--- config.mk ---
export PLATFORM = sky130hd
export DESIGN_NAME = dbus_ctrl
export DESIGN_NICKNAME = d
export VERILOG_FILES = /design/src/rtl/dbus_ctrl.sv
export SDC_FILE = /design/constraint.sdc
export NUM_CORES = 1
export LEC_CHECK = 0
export BUFFER_PORTS_ARGS = -buffer_cell sky130_fd_sc_hd__buf_2
export CAP_MARGIN = 30
export CORE_MARGIN = 2
export CORE_UTILIZATION = 53
export DETAILED_ROUTE_END_ITERATION = 8
export PLACE_DENSITY_LB_ADDON = 0.15
export SYNTH_ARGS = -nofsm -noshare
export SYNTH_HDL_FRONTEND = slang
export SYNTH_SLANG_ARGS = --single-unit
--- constraint.sdc ---
create_clock -name clk -period 3.5 [get_ports clk]
set_input_delay 0.7 -clock clk [delete_from_list [all_inputs] [get_ports clk]]
set_output_delay 0.7 -clock clk [all_outputs]
set_load 0.02 [all_outputs]
--- src/rtl/dbus_ctrl.sv ---
// Data-bus transaction sequencer sitting between the memory stage and the
// data bus. Issues the memory-stage request with zero latency, holds it on
// the bus until addr_ok, waits for data_ok, stalls the pipeline meanwhile,
// and drains killed transactions instead of abandoning them mid-bus.

package dbus_pkg;

  typedef struct packed {
    logic        valid;
    logic [31:0] addr;
    logic [2:0]  size;
    logic [3:0]  strobe;
    logic [31:0] data;
  } dbus_req_t;

  typedef struct packed {
    logic        addr_ok;
    logic        data_ok;
    logic [31:0] data;
  } dbus_resp_t;

endpackage

module dbus_ctrl
  import dbus_pkg::*;
#(
  parameter int CNT_W = 32
) (
  input  logic             clk,
  input  logic             reset,
  input  dbus_req_t        req_in,
  input  logic             flush,
  output dbus_req_t        dreq,
  input  dbus_resp_t       dresp,
  output logic             stall,
  output logic             done,
  output logic [31:0]      rdata,
  output logic [CNT_W-1:0] stall_cnt
);

  typedef enum logic [1:0] {IDLE, ADDR, DATA, DRAIN} state_t;

  state_t      state_q;
  state_t      state_d;
  dbus_req_t   req_q;
  logic        abort_q;
  logic        abort_d;
  logic [31:0] rdata_q;
  logic        kill;
  logic        is_load;

  // Bus drive, stall/done generation and next-state selection.
  // Everything is forced to the reset state while reset is high.
  always_comb begin
    dreq    = '0;
    stall   = 1'b0;
    done    = 1'b0;
    state_d = state_q;
    abort_d = abort_q;
    kill    = flush | abort_q;
    is_load = (req_q.strobe == 4'h0);
    if (!reset) begin
      case (state_q)
        IDLE: begin
          // Zero-latency issue straight from the memory stage.
          is_load    = (req_in.strobe == 4'h0);
          dreq       = req_in;
          dreq.valid = req_in.valid & ~flush;
          abort_d    = 1'b0;
          if (req_in.valid && !flush) begin
            if (!dresp.addr_ok)      state_d = ADDR;
            else if (!dresp.data_ok) state_d = DATA;
            else                     done    = 1'b1;
          end
          stall = req_in.valid & ~flush & ~done;
        end
        ADDR: begin
          // Request stays on the bus even when killed; the abort is remembered.
          dreq       = req_q;
          dreq.valid = 1'b1;
          abort_d    = kill;
          if (dresp.addr_ok) begin
            abort_d = 1'b0;
            if (dresp.data_ok) begin
              state_d = IDLE;
              done    = ~kill;
            end else begin
              state_d = kill ? DRAIN : DATA;
            end
          end
          stall = req_in.valid & ~flush & ~done;
        end
        DATA: begin
          dreq       = req_q;
          dreq.valid = 1'b0;
          if (dresp.data_ok) begin
            state_d = IDLE;
            done    = ~flush;
          end else if (flush) begin
            state_d = DRAIN;
          end
          stall = req_in.valid & ~flush & ~done;
        end
        DRAIN: begin
          // Killed transaction: wait out data_ok and throw the data away.
          dreq       = req_q;
          dreq.valid = 1'b0;
          stall      = 1'b1;
          if (dresp.data_ok) state_d = IDLE;
        end
        default: state_d = IDLE;
      endcase
    end
    if (reset)               rdata = '0;
    else if (done && is_load) rdata = dresp.data;
    else                     rdata = rdata_q;
  end

  // State, latched request, held load data and stall-cycle counter.
  always_ff @(posedge clk) begin
    if (reset) begin
      state_q   <= IDLE;
      req_q     <= '0;
      abort_q   <= 1'b0;
      rdata_q   <= '0;
      stall_cnt <= '0;
    end else begin
      state_q <= state_d;
      abort_q <= abort_d;
      if (state_q == IDLE && req_in.valid) req_q <= req_in;
      if (done && is_load) rdata_q <= dresp.data;
      if (stall) stall_cnt <= stall_cnt + CNT_W'(1);
    end
  end

endmodule

# Word level (Yosys, flattened, before mapping)
# Cells that the tools add are included.
[classes]
order_cmp = 0
add_sub_neg = 1
bitwise = 10
reduce_logical = 10
n_mul = 0
n_shift = 0
mux = 34
div = 0
n_eq_ne = 8
[ops]
columns = ["cell", "n"]
rows = [
  ["72-bit one-hot mux with 3 select lines", 1],
  ["72-bit two-way mux", 1],
  ["32-bit two-way mux", 2],
  ["32-bit by 1-bit adder with 32-bit output, second input constant", 1],
  ["1-bit two-way mux", 18],
  ["2-bit two-way mux", 8],
  ["4-bit zero test", 2],
  ["2-bit one-hot mux with 4 select lines", 1],
  ["2-bit != test, second input constant", 3],
  ["3-bit != test, second input constant", 2],
  ["1-bit inverter", 5],
  ["5-bit AND reduction", 1],
  ["1-bit bitwise AND", 4],
  ["2-bit equality test, second input constant", 2],
  ["1-bit one-hot mux with 4 select lines", 1],
  ["1-bit logical AND", 3],
  ["1-bit one-hot mux with 3 select lines", 1],
  ["2-bit by 1-bit equality test with 1-bit output, second input constant", 1],
  ["2-bit zero test", 1],
  ["1-bit one-hot mux with 2 select lines", 1],
  ["2-bit nonzero test", 1],
  ["2-bit OR reduction", 1],
  ["1-bit zero test", 1],
  ["1-bit bitwise OR", 1],
]
[word_totals]
ram_bits = 0
mem_count = 0
latchBits = 0
wordCells = 71
regBits = 138
output_inout_bits = 138
mem_bits_ro = 0

# Longest topological paths before layout
# Gate-level depths: netlist of the first run.
[depth]
ltp_word = 11
ltp_mapped = 9
mapped_depth_nobuf = 7

# Worst setup path after synthesis of the first run
# No wires, ideal clock.
[synth_timing]
kind = "input -> output"
start = "in req_in[71] (netlist bit)"
end = "out rdata[10]"
slack_ns = 0.726
arrival_ns = 2.074
path_stages = 6
path_cell_list = "nand2_1 > a21boi_0 > o211ai_1 > buf_2 > mux2i_1 > nor2_1"
[synth_between]
elab_chain_len = 9
[synth_lines]
columns = ["element", "line", "text"]
rows = [
  ["start, declared", "31", "input dbus_req_t req_in,"],
  ["1-bit logical AND", "70", "if (req_in.valid && !flush) begin"],
  ["1-bit two-way mux", "70", ""],
  ["1-bit two-way mux", "63", "case (state_q)"],
  ["1-bit two-way mux", "62", "if (!reset) begin"],
  ["1-bit one-hot mux with 3 select lines", "63", ""],
  ["1-bit two-way mux", "62", ""],
  ["1-bit logical AND", "115", "else if (done && is_load) rdata = dresp.data;"],
  ["32-bit two-way mux", "115", ""],
  ["32-bit two-way mux", "114", "if (reset) rdata = '0;"],
  ["end, declared", "37", "output logic [31:0] rdata,"],
]
# Every way passes these cells. The select of a mux whose other input is x is not followed.

# Worst setup path in the final report of the first run
[layout_timing]
start = "reg state_q[1]"
end = "out rdata[30]"
[layout_between]
elab_chain_len = 6
[layout_lines]
columns = ["element", "line", "text"]
rows = [
  ["start, declared", "43", "state_t state_q;"],
  ["start signal, assigned", "128", "state_q <= state_d;"],
  ["2-bit equality test, or another cell as far along", "63", ""],
  ["1-bit one-hot mux with 3 select lines / 1-bit two-way mux (equally long branches)", "63", ""],
  ["1-bit two-way mux", "62", ""],
  ["1-bit logical AND *", "115", ""],
  ["32-bit two-way mux *", "115", ""],
  ["32-bit two-way mux *", "114", ""],
]
# Mark *: on every way between the ends. The rest lies on a longest branch, timed or not.

==> results of run 1 <==
## tightest hold or removal path: stages (launching register included)
cell and delay, ns:
dfxtp_1 0.30, nand2_1 0.05, a21oi_1 0.05
## synth_stat cells, types with 8 or more instances
| library cell | instances | area [um^2] |
|---|---|---|
| clkbuf_1 | 51 | 191 |
| nor2_1 | 136 | 510 |
| a22oi_1 | 71 | 533 |
| inv_1 | 8 | 30.0 |
| mux2i_1 | 33 | 330 |
| a21oi_1 | 79 | 395 |
| buf_2 | 9 | 45.0 |
| dfxtp_1 | 138 | 2760 |
| xnor2_1 | 27 | 236 |
| nor3_1 | 10 | 50.1 |
| nand2_1 | 154 | 578 |
| nor4_1 | 10 | 62.6 |
## worst paths after layout
kind                                  from            end  slack [ns]  cells past startpoint
worst min-delay path             req_q[46]      req_q[46]        0.45                      2
worst min register to register   req_q[46]      req_q[46]        0.45                      2
worst max register to register  state_q[0]  stall_cnt[17]        1.04                      7
worst max-delay path            state_q[1]      rdata[30]        0.29                      9
## through the flow
stage,util (%),total power [mW],hold slack (ns)
2_1_floorplan,-,3.16,0.436
3_3_place_gp,65.0,3.67,0.442
3_5_place_dp,65.0,3.68,0.446
4_1_cts,69.6,5.33,0.454
5_1_grt,69.6,5.59,0.467
6_report,69.6,5.30,0.452
## placed cells by master, fill, tap and decap left out, types with 4 or more instances in the layout
cell / n
nand4_1: 7
nor3_1: 10
nand2_1: 153
nor4_2: 6
o211ai_1: 4
clkinv_4: 5
ha_1: 5
inv_6: 4
nand3_1: 5
a22oi_1: 71
buf_4: 6
buf_2: 245
clkinvlp_4: 4
nor4_4: 5
inv_1: 8
nor2_1: 136
dfxtp_1: 138
mux2i_1: 33
nor4_1: 10
nand2b_1: 5
clkbuf_16: 17
xnor2_1: 27
a21oi_1: 78
## power groups by stage
| stage | logic [mW] | clock network, mW | registers, mW |
|---|---|---|---|
| finish | 1.79 | 1.65 | 1.86 |
| detailed placement | 1.79 | 0 | 1.89 |
| floorplan | 1.28 | 0 | 1.88 |
| CTS | 1.79 | 1.67 | 1.86 |
| global route | 1.97 | 1.74 | 1.89 |
| global placement | 1.78 | 0 | 1.89 |
## registers in the layout, summed over array words and instances (netlist names)
name,cells
stall_cnt,32
req_q,71
abort_q,1
state_q,2
rdata_q,32
## timing repair
item / 4_1_cts / 5_1_grt
resized for setup: 0 / 1
hold buffers: 0 / 0
setup endpoints to repair: 0 / 19
## layer usage
layer | GRT usage (%) | share of wire [%]
met2 | 39.2 | 45
met4 | 10.7 | 2.2
met5 | 0 | 0
met1 | 33.1 | 45
met3 | 7.27 | 7.6
## layout make-up
type / count / area [um^2] / share of cell area [%]
timing repair buffer: 256 / 1350 / 16.2
tap: 147 / 184 / 2.20
inverter: 8 / 30.0 / 0.359
clock inverter: 14 / 114 / 1.36
antenna: 1 / 2.50 / 0.0299
clock buffer: 18 / 439 / 5.25
sequential: 138 / 2760 / 33.0
multi-input combinational: 600 / 3480 / 41.6
## logic make-up after synthesis
family	count (synthesis)
AOI/OAI and AO/OA	173
xor gates and xnor gates	27
adders and majority gates	6
buffers and inverters	77
DFF	138
muxes	33
and+or+nand+nor	361
==> flow_metrics.tcl, run 1 <==
set metrics [dict create \
    grt_max_degree 213 \
    first_iter_violations 534 \
    placed_area_mm2 0.00780 \
    combPwrFrac_pct 33.8 \
    crit_family "buffers and inverters" \
    status "finished clean" \
    finalCritPeriodShare_pct 91.6 \
    leakage_nw 3.83 \
    overflow 0 \
    path_cells "inv_1 -> ha_1 -> nand2b_1 -> a21boi_0 -> o211ai_1 -> buf_6 -> mux2i_1 -> nor2_1 -> buf_2" \
    fin_ws_ns 0.294 \
    grt_pass1_wl_mm 27.0 \
    antenna_found_initial 1 \
    area_growth_pct 28.0 \
    cts.sinks 138 \
    end_kind "output pin" \
    fill_cells 1010 \
    grt_usage_pct 25.3 \
    cpPeakStageDelay_ns 0.38 \
    start_util_pct 54.4 \
    rows 40 \
    ant_nets 0 \
    cts_tree "yes" \
    post-dp-hpwl_mm 11.1 \
    yosys_warnings 0 \
    die_area_mm2 0.0132 \
    synth_nets 930 \
    clkPwrFrac_pct 31.1 \
    setup_viol 0 \
    synth_area_mm2 0.00654 \
    power_switching_mw 2.00 \
    min_period_ns 3.21 \
    crit_buf_inv 3 \
    clock_skew_ns 0.00632 \
    worst_path_max_delay_cell "buf_6" \
    max_freq_mhz 312 \
    core_mm2 0.0120 \
    synthArstFlopShare_pct 0 \
    hold_class "reg -> reg" \
    wire_per_inst_um 14.5 \
    dr.pass1.iters 7 \
    io_buffers 246 \
    synth_top_family_by_area "simple AND/OR/NAND/NOR gates" \
    setup.worst_path.start_class "register" \
    netlist_instances 815 \
    syn_avg_cell_area_um2 8.02 \
    dieHeight_um 115 \
    dp.cells 1149 \
    post-route-drc-count 0 \
    pwr_density_cell_mw_per_mm2 634 \
    yosysSeqAreaShare_pct 42.3 \
    boundaryPins 247 \
    synth_edf_count 0 \
    final_cell_area_mm2 0.00836 \
    finalNonFillerCells 1182 \
    critical_path_class "reg -> out" \
    final_nets 1136 \
    ctsHtreeMaxLevel 4 \
    cts_setup_buffers 0 \
    p_int_mw 3.30 \
    critPathRequiredTime_ns 2.80 \
    fin_setup_tns_ns 0 \
    dpl_worst_slack_ns 0.471 \
    p_seq_share_pct 35.2 \
    synth_fa_ha_area_share_pct 1.15 \
    synth_compound_area_share_pct 17.3 \
    synth-simple-area-share_pct 25.7 \
    grt_pass1_vias 5516 \
    cts_buffer_depth 2 \
    cts.reportedPaths.clkPinSlew_ns 0.06 \
    drv_slew 0 \
    drive_gt1_share_pct 30.5 \
    muxShareOfSynthArea_pct 5.05 \
    yosys_register_bits 138 \
    hold_viol 0 \
    max_cap_violations 0 \
    cts_root_buffer "clkbuf_16" \
    die_x_um 115 \
    synth-xor-area-share_pct 3.62 \
    vias 6404 \
    ys_dominant_reg_cell "dfxtp_1" \
    path_max_fanout 32 \
    relSlewSlack_pct 30.1 \
    gp_congestion 0.817 \
    worst_slew_pin_slew_ns 1.05 \
    rsz0062_at_grt "no" \
    clkLatencyLatePin_ns 0.42 \
    ys_types 48 \
    via_per_inst 5.42 \
    swShare_pct 37.7 \
    postRouteWirelength_mm 17.2 \
    cts_buffers 17 \
    ir_drop_uv 389 \
    critPathArrivalTime_ns 2.51 \
]
Power figures use the tool's default switching activity.
==> inputs of run 2 (changes only) <==
--- a/config.mk
+++ b/config.mk
@@ -5,11 +5,11 @@
 export SDC_FILE = /design/constraint.sdc
 export NUM_CORES = 1
 export LEC_CHECK = 0
-export BUFFER_PORTS_ARGS = -buffer_cell sky130_fd_sc_hd__buf_2
 export CAP_MARGIN = 30
 export CORE_MARGIN = 2
-export CORE_UTILIZATION = 53
+export CORE_UTILIZATION = 60
 export DETAILED_ROUTE_END_ITERATION = 8
+export DONT_BUFFER_PORTS = 1
 export PLACE_DENSITY_LB_ADDON = 0.15
 export SYNTH_ARGS = -nofsm -noshare
 export SYNTH_HDL_FRONTEND = slang
==> run 2 against run 1 <==
  * Cell area fell by 14%
  * First-iteration DRC count up 19%
  * Global-route usage is 0.95 points higher
  * Largest power group unchanged
  * Clock power about the same
==> flow_metrics.tcl, run 2 (synthesis gave the netlist of run 1 again) <==
set metrics [dict create \
    final_cell_area_mm2 0.00717 \
    cts_buffers 17 \
    setup_viol 0 \
    cpPeakStageDelay_ns 0.37 \
    rows 38 \
    cts_root_buffer "clkbuf_8" \
    min_period_ns 3.34 \
    cts.sinks 138 \
    dr.pass1.iters 7 \
    cts_tree "yes" \
    hold_viol 0 \
    area_growth_pct 9.75 \
    path_max_fanout 31 \
    max_cap_violations 0 \
    status "finished clean" \
    crit_family "buffers and inverters" \
    worst_path_max_delay_cell "dfxtp_1" \
    end_kind "output pin" \
    reg_top3 "req_q (71), rdata_q (32), stall_cnt (32)" \
    critPathArrivalTime_ns 2.64 \
    ctsHtreeMaxLevel 4 \
    post-route-drc-count 0 \
    placed_area_mm2 0.00662 \
    ir_drop_uv 338 \
    ctsResizeCount 0 \
    critical_path_class "reg -> out" \
    dieHeight_um 108 \
    layout_common_cells "153 x nand2_1, 138 x dfxtp_1, 131 x nor2_1" \
    antenna_found_initial 0 \
    first_iter_violations 635 \
    finalNonFillerCells 936 \
    grt_usage_pct 26.2 \
    core_mm2 0.0107 \
    cts_hold_buf 0 \
    rsz0062_at_grt "no" \
    relSlewSlack_pct 39.3 \
    fill_cells 921 \
    postRouteWirelength_mm 16.3 \
    dp.cells 904 \
    diodes 0 \
    grt_max_degree 214 \
    top_register "req_q" \
    path_cells "inv_1 -> ha_1 -> nand2b_1 -> a21boi_0 -> o211ai_1 -> buf_12 -> mux2i_1 -> nor2_1 -> buf_4" \
    crit_start "state_q[1]" \
    die_x_um 108 \
    grt_pass1_vias 4820 \
    clock_skew_ns 0.00814 \
    cts_buffer_depth 2 \
    grt_pass1_wl_mm 24.4 \
    boundaryPins 247 \
    pwr_density_cell_mw_per_mm2 704 \
    vias 5644 \
    hp-start "reset" \
    design_power_total_mw 5.05 \
    die_area_mm2 0.0117 \
    cts_setup_buffers 0 \
    clkLatencyLatePin_ns 0.52 \
    finalCritPeriodShare_pct 95.4 \
    overflow 0 \
    reg2reg_from "state_q[1]" \
    crit_buf_inv 3 \
    final_common_cell "nand2_1" \
    worst_slew_pin_slew_ns 0.911 \
    io_buffers 0 \
    setup.worst_path.start_class "register" \
    ant_nets 0 \
    max_freq_mhz 300 \
    leakage_nw 2.71 \
    hold_class "in -> reg" \
    final_nets 898 \
    largest_reg_flops 71 \
    via_per_inst 6.03 \
    wire_per_inst_um 17.4 \
    post-dp-hpwl_mm 10.8 \
    drive_gt1_share_pct 10.3 \
    gp_congestion 0.816 \
    cts.reportedPaths.clkPinSlew_ns 0.06 \
    drv_slew 0 \
    start_util_pct 60.8 \
    critPathRequiredTime_ns 2.80 \
    regToRegSetupSlack_ns 1.03 \
    fin_setup_tns_ns 0 \
]
run 2: changes by cell type in the layout (fill, tap and decap cells not counted), sizes merged:
cell	previous run	this run
buf	256	18
inv	12	10
bufinv	0	1
clkbuf	18	17
clkinv	6	7
clkinvlp	4	5
diode	1	0
run 2: final timing paths:
kind         cells after the start            end
max reg2reg                      6  stall_cnt[17]
max                              9       rdata[3]
min reg2reg                      2      req_q[30]
min                              1  stall_cnt[30]
run 2: cell type report:
type | instances | area [um^2] | area share, %
tap | 140 | 175 | 2.44
clock inverter | 15 | 128 | 1.78
multi-input combinational | 600 | 3490 | 48.7
timing repair buffer | 18 | 173 | 2.41
inverter | 8 | 30.0 | 0.419
clock buffer | 17 | 414 | 5.77
sequential | 138 | 2760 | 38.5
run 2: power breakdown:
| group | switching (mW) | internal (mW) |
|---|---|---|
| clock network | 0.686 | 0.939 |
| registers | 0.117 | 1.76 |
| logic | 1.07 | 0.470 |
run 2: routing by layer:
metal	GRT usage, %	part of all wire, %	vias to the layer above	routed length, um
li1	-	-	2740	-
met1	33.2	41	2625	6610
met2	41.6	48	254	7800
met3	8.92	10	25	1630
met4	9.62	1.6	0	261
met5	0	0	-	0
run 2: per-stage QoR:
step,util (%),setup slack (ns),hold WS (ns)
finish,66.7,0.162,0.270
global route,66.7,0.00130,0.234
CTS,66.6,0.127,0.231
detailed placement,61.6,0.601,0.441
global placement,61.6,0.640,0.435
floorplan,-,0.726,0.436
==> inputs of run 3 (changes only) <==
--- a/config.mk
+++ b/config.mk
@@ -6,6 +6,7 @@
 export NUM_CORES = 1
 export LEC_CHECK = 0
 export CAP_MARGIN = 30
+export CORE_ASPECT_RATIO = 1.2
 export CORE_MARGIN = 2
 export CORE_UTILIZATION = 60
 export DETAILED_ROUTE_END_ITERATION = 8
==> run 3 against run 2 <==
  * Wire length decreased by 1.0%
  * Worst setup slack improved by 0.13 ns
  * Cell area is 0.16% lower
  * Via count rose by 0.66%
  * Sequential share of layout area grew 0.061 points
  * Clock skew increased by 0.0060 ns
==> flow_metrics.tcl, run 3 (synthesis gave the netlist of run 1 again) <==
set metrics [dict create \
    status "finished clean" \
    critPathArrivalTime_ns 2.51 \
    max_freq_mhz 312 \
    critical_path_class "reg -> out" \
    drive_gt1_share_pct 9.07 \
    cts_hold_buf 0 \
    hp-start "reset" \
    critPathRequiredTime_ns 2.80 \
    clock_skew_ns 0.0141 \
    area_growth_pct 9.57 \
    worst_slew_pin_slew_ns 0.801 \
    final_cell_area_mm2 0.00716 \
    min_period_ns 3.21 \
    worst_path_max_delay_cell "ha_2" \
    wire_per_inst_um 17.5 \
    reg2reg_from "state_q[0]" \
    reg_top3 "req_q (71), rdata_q (32), stall_cnt (32)" \
    post-dp-hpwl_mm 10.6 \
    end_kind "output pin" \
    post-route-drc-count 0 \
    clkLatencyLatePin_ns 0.41 \
    cts_root_buffer "clkbuf_16" \
    vias 5681 \
    placed_area_mm2 0.00656 \
    holdWs_ns 0.387 \
    fin_setup_tns_ns 0 \
    boundaryPins 247 \
    cts.sinks 138 \
    pwr_density_cell_mw_per_mm2 725 \
    cts_buffers 17 \
    final_nets 896 \
    ctsHtreeMaxLevel 4 \
    grt_usage_pct 26.1 \
    regToRegSetupSlack_ns 1.04 \
    first_iter_violations 287 \
    gp_congestion 0.805 \
    rsz0062_at_grt "no" \
    max_cap_violations 0 \
    setup_viol 0 \
    ir_drop_uv 415 \
    postRouteWirelength_mm 16.1 \
    layout_common_cells "153 x nand2_1, 138 x dfxtp_1, 136 x nor2_1" \
    fill_cells 897 \
    die_area_mm2 0.0117 \
    final_common_cell "nand2_1" \
    grt_pass1_vias 5170 \
    grt_pass1_wl_mm 25.4 \
    relSlewSlack_pct 46.6 \
    hold_viol 0 \
    leakage_nw 2.71 \
    diodes 0 \
    ctsResizeCount 0 \
    cts_tree "yes" \
    cts_buffer_depth 2 \
    via_per_inst 6.15 \
    dpl_worst_slack_ns 0.676 \
    largest_reg_flops 71 \
    crit_start "state_q[0]" \
    setup.worst_path.start_class "register" \
    dr.pass1.iters 5 \
    top_register "req_q" \
    hold_class "in -> reg" \
    die_x_um 99.3 \
    grt_max_degree 214 \
    fin_ws_ns 0.290 \
    dieHeight_um 118 \
    ant_nets 0 \
    drv_slew 0 \
    cts.reportedPaths.clkPinSlew_ns 0.06 \
    cpPeakStageDelay_ns 0.73 \
    core_mm2 0.0106 \
    path_max_fanout 39 \
    antenna_found_initial 0 \
    rows 41 \
    start_util_pct 61.8 \
    path_cells "inv_1 -> ha_2 -> buf_4 -> a22oi_1 -> nor2_1" \
    overflow 0 \
    finalCritPeriodShare_pct 91.7 \
    cts_setup_buffers 0 \
    io_buffers 0 \
]
## run 3: cell type report
type                       instances  area, um^2  share of cell area [%]
inverter                           8        30.0                   0.419
tap                              129         161                    2.25
sequential                       138        2760                    38.6
multi-input combinational        600        3480                    48.6
timing repair buffer              16         133                    1.85
clock buffer                      21         450                    6.29
clock inverter                    11         146                    2.04
## run 3: worst max-delay path: cells and delay by family (launching register included)
family	cells	cell delay (ns)
fa+ha+maj	1	0.73
buf+inv	2	0.50
simple gates	1	0.40
flops	1	0.34
compound gates	1	0.12
## run 3: layer usage
layer,vias up,GRT usage [%],share of wire (%)
met5,-,0,0
met4,0,9.42,2.2
met3,28,10.6,9.3
met2,229,44.0,51
met1,2690,29.6,37
li1,2734,-,-
## run 3: per-stage QoR
step	instances	power (mW)	utilization (%)
3_5_place_dp	891	3.43	62.1
3_3_place_gp	891	3.38	62.1
4_1_cts	923	5.22	67.8
5_1_grt	923	5.46	67.8
6_report	923	5.19	67.8
2_1_floorplan	815	3.16	-
## run 3: path summary, 6_finish.rpt
| check | cells after the start | to |
|---|---|---|
| worst max-delay path | 5 | dreq[11] |
| worst min-delay path | 1 | stall_cnt[24] |
| worst max register to register | 6 | stall_cnt[17] |
| worst min register to register | 2 | req_q[0] |
## run 3: where the power goes
part / internal, mW / total [mW] / switching (mW)
logic: 0.450 / 1.52 / 1.07
clock network: 1.14 / 1.79 / 0.654
registers: 1.76 / 1.88 / 0.116
